`config.mk`:
```
export PLATFORM = sky130hd
export DESIGN_NAME = clk_rst_sequencer_flat
export DESIGN_NICKNAME = d
export VERILOG_FILES = /design/src/rtl/clk_rst_sequencer_if.sv /design/src/rtl/clk_rst_sequencer.sv /design/src/flat_wrapper.sv
export SDC_FILE = /design/constraint.sdc
export NUM_CORES = 1
export LEC_CHECK = 0
export CAP_MARGIN = 10
export CELL_PAD_IN_SITES_DETAIL_PLACEMENT = 1
export CELL_PAD_IN_SITES_GLOBAL_PLACEMENT = 1
export CORE_MARGIN = 4
export CORE_UTILIZATION = 40
export DETAILED_ROUTE_END_ITERATION = 16
export MAX_ROUTING_LAYER = met4
export PLACE_DENSITY_LB_ADDON = 0.1
export SETUP_SLACK_MARGIN = 0.05
export SYNTH_ARGS = -nofsm -noshare
export SYNTH_HDL_FRONTEND = slang
export SYNTH_SLANG_ARGS = --single-unit
```
`constraint.sdc`:
```
create_clock -name clk -period 1.7 [get_ports clk]
set_clock_uncertainty 0.2 [all_clocks]
set_input_delay 0.51 -clock clk [delete_from_list [all_inputs] [get_ports clk]]
set_output_delay 0.51 -clock clk [all_outputs]
set_load 0.02 [all_outputs]
```
`src/rtl/clk_rst_sequencer_if.sv`:
```
// Reset-sequencer handshake and per-domain reset bundle.
interface clk_rst_sequencer_if #(
  parameter int unsigned FANOUT = 4
);
  logic              sw_rst_req;
  logic              sw_rst_ack;
  logic [FANOUT-1:0] reset_n;
  logic              rst_done;
  logic              busy;

  modport master (
    input  sw_rst_req,
    output sw_rst_ack,
    output reset_n,
    output rst_done,
    output busy
  );

  modport slave (
    output sw_rst_req,
    input  sw_rst_ack,
    input  reset_n,
    input  rst_done,
    input  busy
  );
endinterface

```
`src/rtl/clk_rst_sequencer.sv`:
```
// Holds all domain resets low, then releases them one at a time (index 0 first)
// with a fixed gap; re-runs the sequence on a software request.
module clk_rst_sequencer #(
  parameter int unsigned FANOUT      = 4,
  parameter int unsigned HOLD_CYCLES = 16,
  parameter int unsigned STAGE_GAP   = 4,
  parameter int unsigned CNT_W       = 8
) (
  input  logic                    clk,
  input  logic                    reset,
  clk_rst_sequencer_if.master     bus
);

  localparam int unsigned MAX_DLY = (HOLD_CYCLES > STAGE_GAP) ? HOLD_CYCLES : STAGE_GAP;

  if (FANOUT < 1 || FANOUT > 32) begin : g_bad_fanout
    $error("clk_rst_sequencer: FANOUT must be 1..32");
  end
  if (HOLD_CYCLES < 1 || STAGE_GAP < 1) begin : g_bad_delay
    $error("clk_rst_sequencer: HOLD_CYCLES and STAGE_GAP must be >= 1");
  end
  if ((64'd1 << CNT_W) <= 64'(MAX_DLY)) begin : g_bad_cnt_w
    $error("clk_rst_sequencer: CNT_W too narrow for HOLD_CYCLES/STAGE_GAP");
  end

  localparam logic [CNT_W-1:0] HOLD_LAST = CNT_W'(HOLD_CYCLES - 1);
  localparam logic [CNT_W-1:0] GAP_LAST  = CNT_W'(STAGE_GAP - 1);

  typedef enum logic [1:0] {
    ST_ASSERT,
    ST_RELEASE,
    ST_DONE
  } state_e;

  state_e            state_q,    state_d;
  logic [CNT_W-1:0]  cnt_q,      cnt_d;
  logic [FANOUT-1:0] reset_n_q,  reset_n_d;
  logic              rst_done_q, rst_done_d;
  logic              busy_q,     busy_d;
  logic              ack_q,      ack_d;
  logic              pending_q,  pending_d;
  logic              release_step;

  always_comb begin
    state_d      = state_q;
    cnt_d        = cnt_q;
    reset_n_d    = reset_n_q;
    pending_d    = pending_q;
    ack_d        = 1'b0;
    release_step = 1'b0;

    unique case (state_q)
      ST_ASSERT: begin
        if (cnt_q == HOLD_LAST) release_step = 1'b1;
        else                    cnt_d = cnt_q + CNT_W'(1);
      end
      ST_RELEASE: begin
        if (cnt_q == GAP_LAST) release_step = 1'b1;
        else                   cnt_d = cnt_q + CNT_W'(1);
      end
      ST_DONE: begin
        if (bus.sw_rst_req && !ack_q) begin
          state_d   = ST_ASSERT;
          reset_n_d = '0;
          cnt_d     = '0;
          pending_d = 1'b1;
        end
      end
      default: begin
        state_d   = ST_ASSERT;
        reset_n_d = '0;
        cnt_d     = '0;
      end
    endcase

    // Released bits form a thermometer code, so each release shifts in one more 1.
    if (release_step) begin
      reset_n_d = (reset_n_q << 1) | FANOUT'(1);
      cnt_d     = '0;
      if (&reset_n_d) begin
        state_d   = ST_DONE;
        ack_d     = pending_q;
        pending_d = 1'b0;
      end else begin
        state_d   = ST_RELEASE;
      end
    end

    rst_done_d = (state_d == ST_DONE);
    busy_d     = !rst_done_d;
  end

  always_ff @(posedge clk) begin
    if (reset) begin
      state_q    <= ST_ASSERT;
      cnt_q      <= '0;
      reset_n_q  <= '0;
      rst_done_q <= 1'b0;
      busy_q     <= 1'b1;
      ack_q      <= 1'b0;
      pending_q  <= 1'b0;
    end else begin
      state_q    <= state_d;
      cnt_q      <= cnt_d;
      reset_n_q  <= reset_n_d;
      rst_done_q <= rst_done_d;
      busy_q     <= busy_d;
      ack_q      <= ack_d;
      pending_q  <= pending_d;
    end
  end

  assign bus.reset_n    = reset_n_q;
  assign bus.rst_done   = rst_done_q;
  assign bus.busy       = busy_q;
  assign bus.sw_rst_ack = ack_q;

endmodule
```
`src/flat_wrapper.sv`:
```
// flat-port wrapper written by rule: the top's interface ports become plain ports
module clk_rst_sequencer_flat 
#(
  parameter int unsigned FANOUT      = 4,
  parameter int unsigned HOLD_CYCLES = 16,
  parameter int unsigned STAGE_GAP   = 4,
  parameter int unsigned CNT_W       = 8
)
  (clk, reset, bus_sw_rst_req, bus_sw_rst_ack, bus_reset_n, bus_rst_done, bus_busy);
  clk_rst_sequencer_if #(.FANOUT(FANOUT)) bus_i ();
  input  logic clk;
  input  logic reset;
  input wire logic [$bits(bus_i.sw_rst_req)-1:0] bus_sw_rst_req;
  output wire logic [$bits(bus_i.sw_rst_ack)-1:0] bus_sw_rst_ack;
  output wire logic [$bits(bus_i.reset_n)-1:0] bus_reset_n;
  output wire logic [$bits(bus_i.rst_done)-1:0] bus_rst_done;
  output wire logic [$bits(bus_i.busy)-1:0] bus_busy;
  assign bus_i.sw_rst_req = bus_sw_rst_req;
  assign bus_sw_rst_ack = bus_i.sw_rst_ack;
  assign bus_reset_n = bus_i.reset_n;
  assign bus_rst_done = bus_i.rst_done;
  assign bus_busy = bus_i.busy;
  clk_rst_sequencer #(.FANOUT(FANOUT), .HOLD_CYCLES(HOLD_CYCLES), .STAGE_GAP(STAGE_GAP), .CNT_W(CNT_W)) u_core (.clk(clk), .reset(reset), .bus(bus_i));
endmodule
```
==> impl_metrics.json <==
{
  "clockPowerShare_pct": 35.2,
  "p_sw_mw": 0.165,
  "dp_hpwl_um": 1390,
  "slew_violations": 0,
  "wirelength_um": 1970,
  "drt_iter0_drc": 6,
  "crit_path_top_delay_cell": "dfxtp_2",
  "cap_viol_max_count": 0,
  "cp_top_family": "simple AND/OR/NAND/NOR gates",
  "die_height_um": 53.0,
  "ys_warn_count": 0,
  "grt_antenna_before_repair": 0,
  "fin_area_sq_um": 1090,
  "fill_cells": 234,
  "power_frac_seq_pct": 57.7,
  "num_vias": 705,
  "ctsRootBufferMaster": "clkbuf_4",
  "cts_hold_buf": 0,
  "min_period_ns": 1.63,
  "crit_type": "register to register",
  "dp.cells": 133,
  "grt_pass1_vias": 773,
  "p_sw_share_pct": 22.1,
  "grt_max_degree": 13,
  "critical_path.cell_chain": "nor4_4 -> o2111ai_2 -> or2_4 -> a21o_1",
  "ir_drop_v": 0.000477,
  "drive_above_1_share_pct": 38.4,
  "netlist_instances": 88,
  "dieArea_sq_um": 2810,
  "globalRoute.totalOverflow": 0,
  "comb_power_share_pct": 7.0,
  "grt_pass1_wl_um": 3540,
  "status": "completed",
  "slew-limit-headroom_pct": 82.7,
  "wl_per_cell_um": 14.2,
  "drc": 0,
  "worst_slew_pin_slew_ns": 0.259,
  "ant_nets": 0,
  "multiInputGateArea_sq_um": 473,
  "hold_viol": 0,
  "num_io_pins": 10,
  "p_int_mw": 0.583,
  "clk_pin_slew_worst_paths_ns": 0.10,
  "pwr_density_cell_nw_per_um2": 688,
  "placed_cell_area_sq_um": 1000,
  "fin_crit_sh_pct": 95.6,
  "via_per_inst": 5.07,
  "timing.critical_path.buf_inv": 0,
  "cp-end-kind": "register",
  "syn2layout_area_growth_pct": 34.3,
  "insertedDiodeCount": 0,
  "min_path_type": "register to register",
  "rows": 16,
  "die_w_um": 53.0,
  "critPathMaxFanout": 4,
  "slowest_delay_ns": 0.36,
  "final_common_cell": "dfxtp_1",
  "cts_tree": "done",
  "synth.distinct_cells": 32,
  "insertion_delay_ns": 0.29,
  "crit_arrival_ns": 1.62,
  "worstSetupStartpointType": "register",
  "cts_sinks": 18,
  "postSynthNetCount": 92,
  "final_nets": 117,
  "rsz0062_at_grt": "true",
  "cts_made_buffers": 3,
  "first_pass_iters": 3,
  "whs_ns": 0.286,
  "synth_area_sq_um": 811,
  "synthFlopType": "dfxtp_1",
  "async_flop_share_pct": 0,
  "setup_viol": 0,
  "ys_seq_area_share_pct": 44.4,
  "track_usage_pct": 18.4,
  "fmax_mhz": 615,
  "crit_required_ns": 1.69,
  "fin_setup_tns_ns": 0,
  "cts_buffer_depth": 2,
  "fp.coreArea_sq_um": 1940,
  "synth_edf_count": 0,
  "final_cell_mix": "dfxtp_1 (15), nor2_1 (11), buf_4 (11)",
  "instances_no_fill": 139,
  "ys_seq_elements": 18,
  "postSynthAreaPerCell_sq_um": 9.21,
  "p_leak_nw": 0.438,
  "totalPowerFinal_mw": 0.749,
  "io_buffers": 9,
  "cts.htree.levels": 1,
  "initial_utilization_pct": 41.8,
  "regArea_sq_um": 367,
  "globalplace.congestion": 0.725
}
[cells in the mapped netlist, types with 2 or more instances]
library cell | number | share of area, %
nor2_1 | 11 | 5.1
a21oi_2 | 3 | 3.2
xor2_1 | 5 | 5.4
nand3_1 | 5 | 3.1
and3_1 | 2 | 1.5
or2_1 | 4 | 3.1
o211ai_1 | 2 | 1.9
a21oi_1 | 7 | 4.3
dfxtp_1 | 18 | 44
o2111ai_1 | 3 | 3.2
inv_1 | 4 | 1.9
nand2b_1 | 3 | 2.3
nand2_1 | 2 | 0.93
[worst paths after layout]
check	from	slack (ns)	depth (start not counted)	to
min	u_core.bus.reset_n[3]	0.29	2	u_core.bus.reset_n[3]
max reg2reg	u_core.cnt_q[6]	0.07	4	u_core.bus.busy
min reg2reg	u_core.bus.reset_n[3]	0.29	2	u_core.bus.reset_n[3]
max	u_core.cnt_q[6]	0.07	4	u_core.bus.busy
[worst register-to-register path: cells and delay by family, from the launching register on]
family           cells  cell delay, ns
flip-flops           1            0.36
AO/OA/AOI/OAI        2            0.36
AND/OR/NAND/NOR      2            0.61
[area by class of cell]
class | count | share of cell area, %
multi-input combinational | 63 | 43.4
inverter | 4 | 1.38
tap | 27 | 3.10
clock buffer | 4 | 3.33
timing repair buffer | 23 | 15.1
sequential | 18 | 33.7
[timing repair]
item,CTS,global route
pin swaps,7,4
resized for setup,33,13
cloned,1,0
endpoints found under the setup margin,20,14
setup buffers,1,0
[power groups by stage]
stage	clock network, mW	registers (mW)	logic [mW]
floorplan	0	0.444	0.0244
global placement	0	0.443	0.0454
detailed placement	0	0.443	0.0465
CTS	0.272	0.434	0.0520
global route	0.296	0.433	0.0597
finish	0.264	0.432	0.0526
[flip-flops by register name, indices dropped and copies added, names as in the netlist]
name                   cells
u_core.bus.reset_n         4
u_core.pending_q           1
u_core.state_q             2
u_core.cnt_q               8
u_core.bus.sw_rst_ack      1
u_core.bus.busy            1
u_core.bus.rst_done        1
[logic make-up after synthesis]
| kind of cell | share of synthesized area (%) |
|---|---|
| flops | 44.4 |
| xor+xnor | 5.40 |
| simple gates | 26.7 |
| fa+ha+maj | 1.54 |
| compound gates | 17.6 |
| buf+inv | 4.32 |
[metrics by stage]
step	worst slack, ns	utilization, %
global placement	-0.327	51.7
finish	0.0746	56.1
floorplan	0.110	-
detailed placement	-0.399	51.7
CTS	0.0507	56.8
global route	-0.0341	56.1
[metal layers]
layer / share of wire (%) / wire length, um / track usage (%) / up-vias
met1: 41 / 811 / 17.9 / 346
met4: 0.46 / 9 / 7.66 / 0
met2: 57 / 1120 / 34.1 / 4
met5: 0 / 0 / - / -
li1: - / - / - / 353
met3: 1.7 / 33 / 5.07 / 2
Power figures use the tool's default switching activity.
